## config.mk

```make
export PLATFORM = sky130hd
export DESIGN_NAME = clk_div_sequencer
export DESIGN_NICKNAME = d
export VERILOG_FILES = /design/src/rtl/clk_div_sequencer.sv
export SDC_FILE = /design/constraint.sdc
export NUM_CORES = 1
export LEC_CHECK = 0
export ABC_AREA = 1
export CORE_ASPECT_RATIO = 1.4
export CORE_MARGIN = 2
export CORE_UTILIZATION = 29
export DETAILED_ROUTE_END_ITERATION = 7
export DONT_BUFFER_PORTS = 1
export GPL_TIMING_DRIVEN = 0
export SLEW_MARGIN = 15
export SYNTH_ARGS = -nofsm -noshare
export SYNTH_HDL_FRONTEND = slang
export SYNTH_SLANG_ARGS = --single-unit
```

## constraint.sdc

```tcl
create_clock -name clk -period 3.6 [get_ports clk]
set_clock_uncertainty 0.15 [all_clocks]
set_input_delay 0.72 -clock clk [delete_from_list [all_inputs] [get_ports clk]]
set_output_delay 0.72 -clock clk [all_outputs]
set_load 0.005 [all_outputs]
```

## src/rtl/clk_div_sequencer.sv

```systemverilog
// Programmable power-of-two clock divider whose ratio is changed only on period boundaries.
// Optional tick counter enabled by defining CLKDIV_PERIOD_CNT_EN.
module clk_div_sequencer (
  input  logic        clk,
  input  logic        rst,
  input  logic        run,
  input  logic        cfg_req,
  input  logic [2:0]  cfg_sel,
  output logic        cfg_ack,
  output logic        err,
  output logic        busy,
  output logic [2:0]  cur_sel,
  output logic        div_out,
  output logic        tick,
`ifdef CLKDIV_PERIOD_CNT_EN
  output logic [15:0] period_cnt,
`endif
  output logic [1:0]  state_dbg
);

  // cfg_req/cfg_ack handshake: the requester raises cfg_req with cfg_sel stable, the block
  // captures cfg_sel on the accepting edge, later pulses cfg_ack for one cycle (with err on
  // a rejected code), and will not accept another request until cfg_req is seen low.
  typedef enum logic [1:0] {
    IDLE    = 2'd0,
    RUN     = 2'd1,
    PEND    = 2'd2,
    WAITLOW = 2'd3
  } state_t;

  state_t      state, state_n;
  logic [4:0]  cnt, cnt_n, cnt_inc, last_cnt;
  logic [5:0]  period_n;
  logic [2:0]  sel_n, pend_sel, pend_n;
  logic        ack_n, err_n, wrap, bad_code;

  assign period_n  = 6'd2 << cur_sel;
  assign last_cnt  = 5'(period_n - 6'd1);
  assign wrap      = (cnt == last_cnt);
  assign cnt_inc   = wrap ? 5'd0 : cnt + 5'd1;
  assign bad_code  = (cfg_sel > 3'd4);

  assign busy      = (state == PEND);
  assign div_out   = cnt[cur_sel];
  assign tick      = ((state == RUN) || (state == PEND)) && wrap;
  assign state_dbg = state;

  always_comb begin
    state_n = state;
    cnt_n   = cnt;
    sel_n   = cur_sel;
    pend_n  = pend_sel;
    ack_n   = 1'b0;
    err_n   = 1'b0;
    case (state)
      IDLE: begin
        cnt_n = 5'd0;
        if (cfg_req) begin
          ack_n   = 1'b1;
          err_n   = bad_code;
          if (!bad_code) sel_n = cfg_sel;
          state_n = WAITLOW;
        end else if (run) begin
          state_n = RUN;
        end
      end
      RUN: begin
        if (!run) begin
          cnt_n   = 5'd0;
          state_n = IDLE;
        end else begin
          cnt_n = cnt_inc;
          if (cfg_req) begin
            if (bad_code) begin
              ack_n   = 1'b1;
              err_n   = 1'b1;
              state_n = WAITLOW;
            end else begin
              pend_n  = cfg_sel;
              state_n = PEND;
            end
          end
        end
      end
      PEND: begin
        // Apply on the last cycle of a period so div_out never shows a runt half-cycle.
        if (!run || wrap) begin
          sel_n   = pend_sel;
          cnt_n   = 5'd0;
          ack_n   = 1'b1;
          state_n = WAITLOW;
        end else begin
          cnt_n = cnt_inc;
        end
      end
      WAITLOW: begin
        cnt_n = run ? cnt_inc : 5'd0;
        if (!cfg_req) state_n = run ? RUN : IDLE;
      end
      default: state_n = IDLE;
    endcase
  end

  always_ff @(posedge clk or negedge rst) begin
    if (!rst) begin
      state    <= IDLE;
      cnt      <= 5'd0;
      cur_sel  <= 3'd0;
      pend_sel <= 3'd0;
      cfg_ack  <= 1'b0;
      err      <= 1'b0;
    end else begin
      state    <= state_n;
      cnt      <= cnt_n;
      cur_sel  <= sel_n;
      pend_sel <= pend_n;
      cfg_ack  <= ack_n;
      err      <= err_n;
    end
  end

`ifdef CLKDIV_PERIOD_CNT_EN
  logic load;
  assign load = ack_n & ~err_n;

  always_ff @(posedge clk or negedge rst) begin
    if (!rst)                                period_cnt <= 16'd0;
    else if (load)                           period_cnt <= 16'd0;
    else if (tick && period_cnt != 16'hFFFF) period_cnt <= period_cnt + 16'd1;
  end
`endif

endmodule

```

=== Yosys cells after proc, flatten, opt, wreduce, memory -nomap -nowiden ===
Cells that the tools add are included.
Widths: inputs -> output; s select.

* Register bits: 15
* Bits of input ports: 7
* Output and inout port bits: 10
* Word-level logic and storage cells: 59

* Add/subtract/negate cells: 2
* $lt $le $gt $ge: 2
* Equal/unequal tests: 10
* Shift-type cells: 1
* Muxes and demuxes: 27
* Bitwise logic cells: 1
* Reduce and logical (&&, ||, !) cells: 10

{| class="wikitable"
|+ Operators by type and width
! cell !! number
|-
| $mux 5 || 3
|-
| $pmux 5 s3 || 1
|-
| $mux 2 || 6
|-
| $reduce_and 4->1 || 3
|-
| $mux 1 || 9
|-
| $mux 3 || 3
|-
| $pmux 2 s4 || 1
|-
| $ne 2x2->1 const B || 3
|-
| $ne 3x3->1 const B || 2
|-
| $pmux 3 s2 || 1
|-
| $add 5x1->5 const B || 1
|-
| $eq 5x5->1 || 1
|-
| $shl 2x3->5 const A || 1
|-
| $sub 5x1->5 const B || 1
|-
| $eq 2x2->1 const B || 2
|-
| $lt 3x4->1 const B || 1
|-
| $bmux 1 s3 || 1
|-
| $gt 3x3->1 const B || 1
|-
| $pmux 1 s3 || 1
|-
| $eq 2x1->1 const B || 1
|-
| $logic_not 2->1 || 1
|-
| $logic_or 1x1->1 || 2
|-
| $ne 2x1->1 const B || 1
|-
| $pmux 1 s2 || 1
|-
| 5 further kinds || 5
|}

=== Longest topological paths before layout ===
* Depth after elaboration: 6
* Gate-level depth with buffers: 13
* Depth with buffers taken out: 13

=== Worst setup path before layout ===
Ideal clock, no wire load.

* Path type: flip-flop to output port
* Start point: register cur_sel[1]
* End point: output tick
* Arrival time: 1456 ps
* Required time: 2730 ps
* Path slack: 1274 ps
* Stages on the path, launching flop included: 9
* Path buffers: 0
* Cells stage by stage: dfrtp_1 nor2_2 nand2_2 ha_1 nand2_1 nand3_1 nor2_2 nand3_2 nor2_1

* Cells in the longest elaborated chain, start to end: 4

{| class="wikitable"
|+ RTL lines
! item !! line !! text
|-
| from (decl) || 12 || <nowiki>output logic [2:0] cur_sel,</nowiki>
|-
| from (signal assigned) || 115 || <nowiki>cur_sel <= sel_n;</nowiki>
|-
| $shl 2x3->5 || 37 || <nowiki>assign period_n = 6'd2 << cur_sel;</nowiki>
|-
| $sub 5x1->5 || 38 || <nowiki>assign last_cnt = 5'(period_n - 6'd1);</nowiki>
|-
| $eq 5x5->1 || 39 || <nowiki>assign wrap = (cnt == last_cnt);</nowiki>
|-
| $logic_and 1x1->1 || 45 || <nowiki>assign tick = ((state == RUN) || (state == PEND)) && wrap;</nowiki>
|-
| to (decl) || 14 || <nowiki>output logic tick,</nowiki>
|}

Every way passes these cells.

=== Final worst setup path ===
Ends and elaborated chain as after synthesis.

==> impl_metrics.toml <==
[critical_path]
cp_max_fo = 7
start_kind = "register"
crit_start = "cur_sel[1]$_DFFE_PN0P_"
critical_path.max_stage_delay_ns = 0.47
path_cells = "nor2_2 -> nand2_2 -> ha_1 -> nand2_1 -> nand3_1 -> nor2_2 -> nand3_2 -> nor2_1"
cpMostUsedCell = "nor2_2"
crit_end = "tick"
crit_buf_inv = 0
r2r_cells = 11
r2r_setup_slack_ns = 1.52
worstReg2RegEnd = "state_dbg[0]$_DFFE_PN0P_"
slowest_stage = "dfrtp_1"
required_ns = 2.73
cp-end-kind = "output pin"
path_class = "reg2out"
regToRegStartpoint = "cur_sel[1]$_DFFE_PN0P_"
critPathTopFamily = "simple AND/OR/NAND/NOR gates"
cp_num_cells = 8
arrival_ns = 1.89

[synthesis]
yosys-top-cells-area = "dfrtp_1 37%, nand2_1 16%, ha_1 7.4%, nand3_1 6.9%, inv_1 6.3%"
synth-seq-area-share_pct = 37.2
synth_area_mm2 = 0.00101
synth_cell_types = 25
synth_top_area_cell = "dfrtp_1"
yosysWarnings = 0
synth_area_per_cell_um2 = 7.36
synth_top_area_share_pct = 37.2
synthCells = 137
syn-num-nets = 150
synth-seq-cells = 15

[floorplanning]
die-area_mm2 = 0.00397
start_util_pct = 30.1
boundaryPins = 17
rows = 25
dieHeight_um = 73.8
die_x_um = 53.8
core_area_mm2 = 0.00335

[clock_tree]
post_cts_hold_buffer_count = 0
cts_setup_buffers = 0
cts-root-buf = "clkbuf_8"
cts.repair.resized = 0
cts_buffer_depth = 2
htree_levels = 1
clk_pin_slew_ns = 0.06
clkLatencyLatePin_ns = 0.24
clock_sinks = 15
cts-buffers-inserted = 3
cts_tree = "yes"

[power]
power.density_mw_per_mm2 = 739
total_power_uw = 815
p_leak_nw = 0.564
peakVddDrop_uv = 495

[placed_design]
dp_cells = 177
place_hpwl_um = 1580
post_dp_cell_area_mm2 = 0.00106
place_ws_ns = 1.06
io_buffers = 0
place.gp.congestion = 0.781

[detailed_routing]
via_per_inst = 4.76
drtIter0Drc = 19
drc = 0
wirelength_um = 1900
ant_nets = 0
vias = 862
wl_per_cell_um = 10.5
first_pass_iters = 4

[run]
maxCapViolCount = 0

[worst_hold_path]
min_path_type = "in2async"

[cells_and_area]
final-instance-count-excl-fill = 181
final_util_pct = 33.0
layout.nets = 155
diodes = 0
design_area_mm2 = 0.00110
syn_to_final_growth_pct = 9.43
drive_above_1_share_pct = 13.5

[timing]
slew_headroom_pct = 78.7
worstMarginPinSlew_ns = 0.317
fin_ws_ns = 0.842
setup_tns_ns = 0
worst_hold_slack_ns = 0.0221
finalHoldViolCount = 0
fin_crit_sh_pct = 76.6
setup_violations = 0
fmax_ghz = 0.363
rsz0062_at_grt = "false"
fin_crit_ns = 2.76
drv_slew = 0

[global_route]
grt_usage_pct = 11.5
overflow = 0
grt_first_pass_wirelength_um = 3440
antenna_found_initial = 0
grt_pass1_vias = 855
grt_start_max_net_pins = 16

[run_status]
outcome = "complete, no violations"
## cell usage after synthesis
cell and number:
dfrtp_1 15, nand2_2 3, o21ai_1 1, o211ai_1 1, xor2_1 2, xnor2_1 1
o21ai_0 7, nor2_2 2, nand3_1 14, inv_2 3, nor3_1 1, inv_1 17
or3_4 1, buf_2 1, nand2_1 42, ha_1 6, nor2_1 9, a31oi_1 1
a22o_2 1, nand3_2 1, a21oi_1 2, nand3_4 1, nand3b_1 1, o31ai_1 1
o21ai_2 3
## final cells by class
cell class,count,area [µm²]
Tap cell,40,50.0
Buffer,1,5.00
Clock buffer,4,45.0
Inverter,20,75.1
Fill cell,349,2240
Multi-Input combinational cell,101,553
Sequential cell,15,375
## state kept, by name, indices dropped and copies added (netlist names)
signal     cells
cnt            5
cur_sel        3
pend_sel       3
state_dbg      2
cfg_ack        1
err            1
## routing by layer
| metal | wire (µm) | GRT usage, % | up-vias |
|---|---|---|---|
| met3 | 129 | 2.64 | 2 |
| met5 | 0 | 0 | - |
| met1 | 811 | 12.9 | 392 |
| met4 | 14 | 3.70 | 0 |
| li1 | - | - | 445 |
| met2 | 947 | 20.6 | 23 |
## worst min-delay path by stage
stage,from,cells past startpoint,slack [ns],end
3_5_place_dp,rst,0,0.27,state_dbg[1]$_DFFE_PN0P_
5_1_grt,rst,0,0.008,pend_sel[0]$_DFFE_PN0P_
2_1_floorplan,rst,0,0.27,cfg_ack$_DFF_PN0_
3_3_place_gp,rst,0,0.27,state_dbg[1]$_DFFE_PN0P_
4_1_cts,rst,0,0.02,pend_sel[0]$_DFFE_PN0P_
6_report,rst,0,0.02,pend_sel[0]$_DFFE_PN0P_
## worst register-to-register path: stages, from the launching register on
cell and delay, ns:
dfrtp_1 0.47, nor2_2 0.22, nand2_2 0.08, ha_1 0.30, nand2_1 0.06, nand3_1 0.09, nor2_2 0.10, nand3_2 0.16
nand3_4 0.14, nand2_1 0.08, nand2_1 0.07, nand2_1 0.05
## cells by family (layout without fill, tap and decap cells)
family	Yosys count	after routing	share of synthesized area, %
xor+xnor	3	3	2.61
flops	15	15	37.2
compound gates	17	17	10.7
simple gates	75	75	34.1
fa+ha+maj	6	6	7.44
buf+inv	21	25	7.94
## report_power, final
group	total (mW)	internal [mW]	switching, mW
Clock	0.130	0.0780	0.0520
Sequential	0.299	0.227	0.0719
Combinational	0.387	0.151	0.236
Total	0.815	0.456	0.360
## placed cells by master (no fill, tap or decap)
cell type	instances
clkbuf_8	3
nand3_4	1
buf_2	1
ha_1	6
o21ai_2	3
dfrtp_1	15
inv_1	17
nor2_1	9
a21oi_1	2
o21ai_1	1
or3_4	1
inv_2	3
nand3b_1	1
a31oi_1	1
clkbuf_1	1
nand3_2	1
nand2_2	3
xor2_1	2
xnor2_1	1
nand3_1	14
nor2_2	2
o211ai_1	1
o21ai_0	7
nor3_1	1
nand2_1	42
o31ai_1	1
a22o_2	1
(Power assumes the default switching activity.)
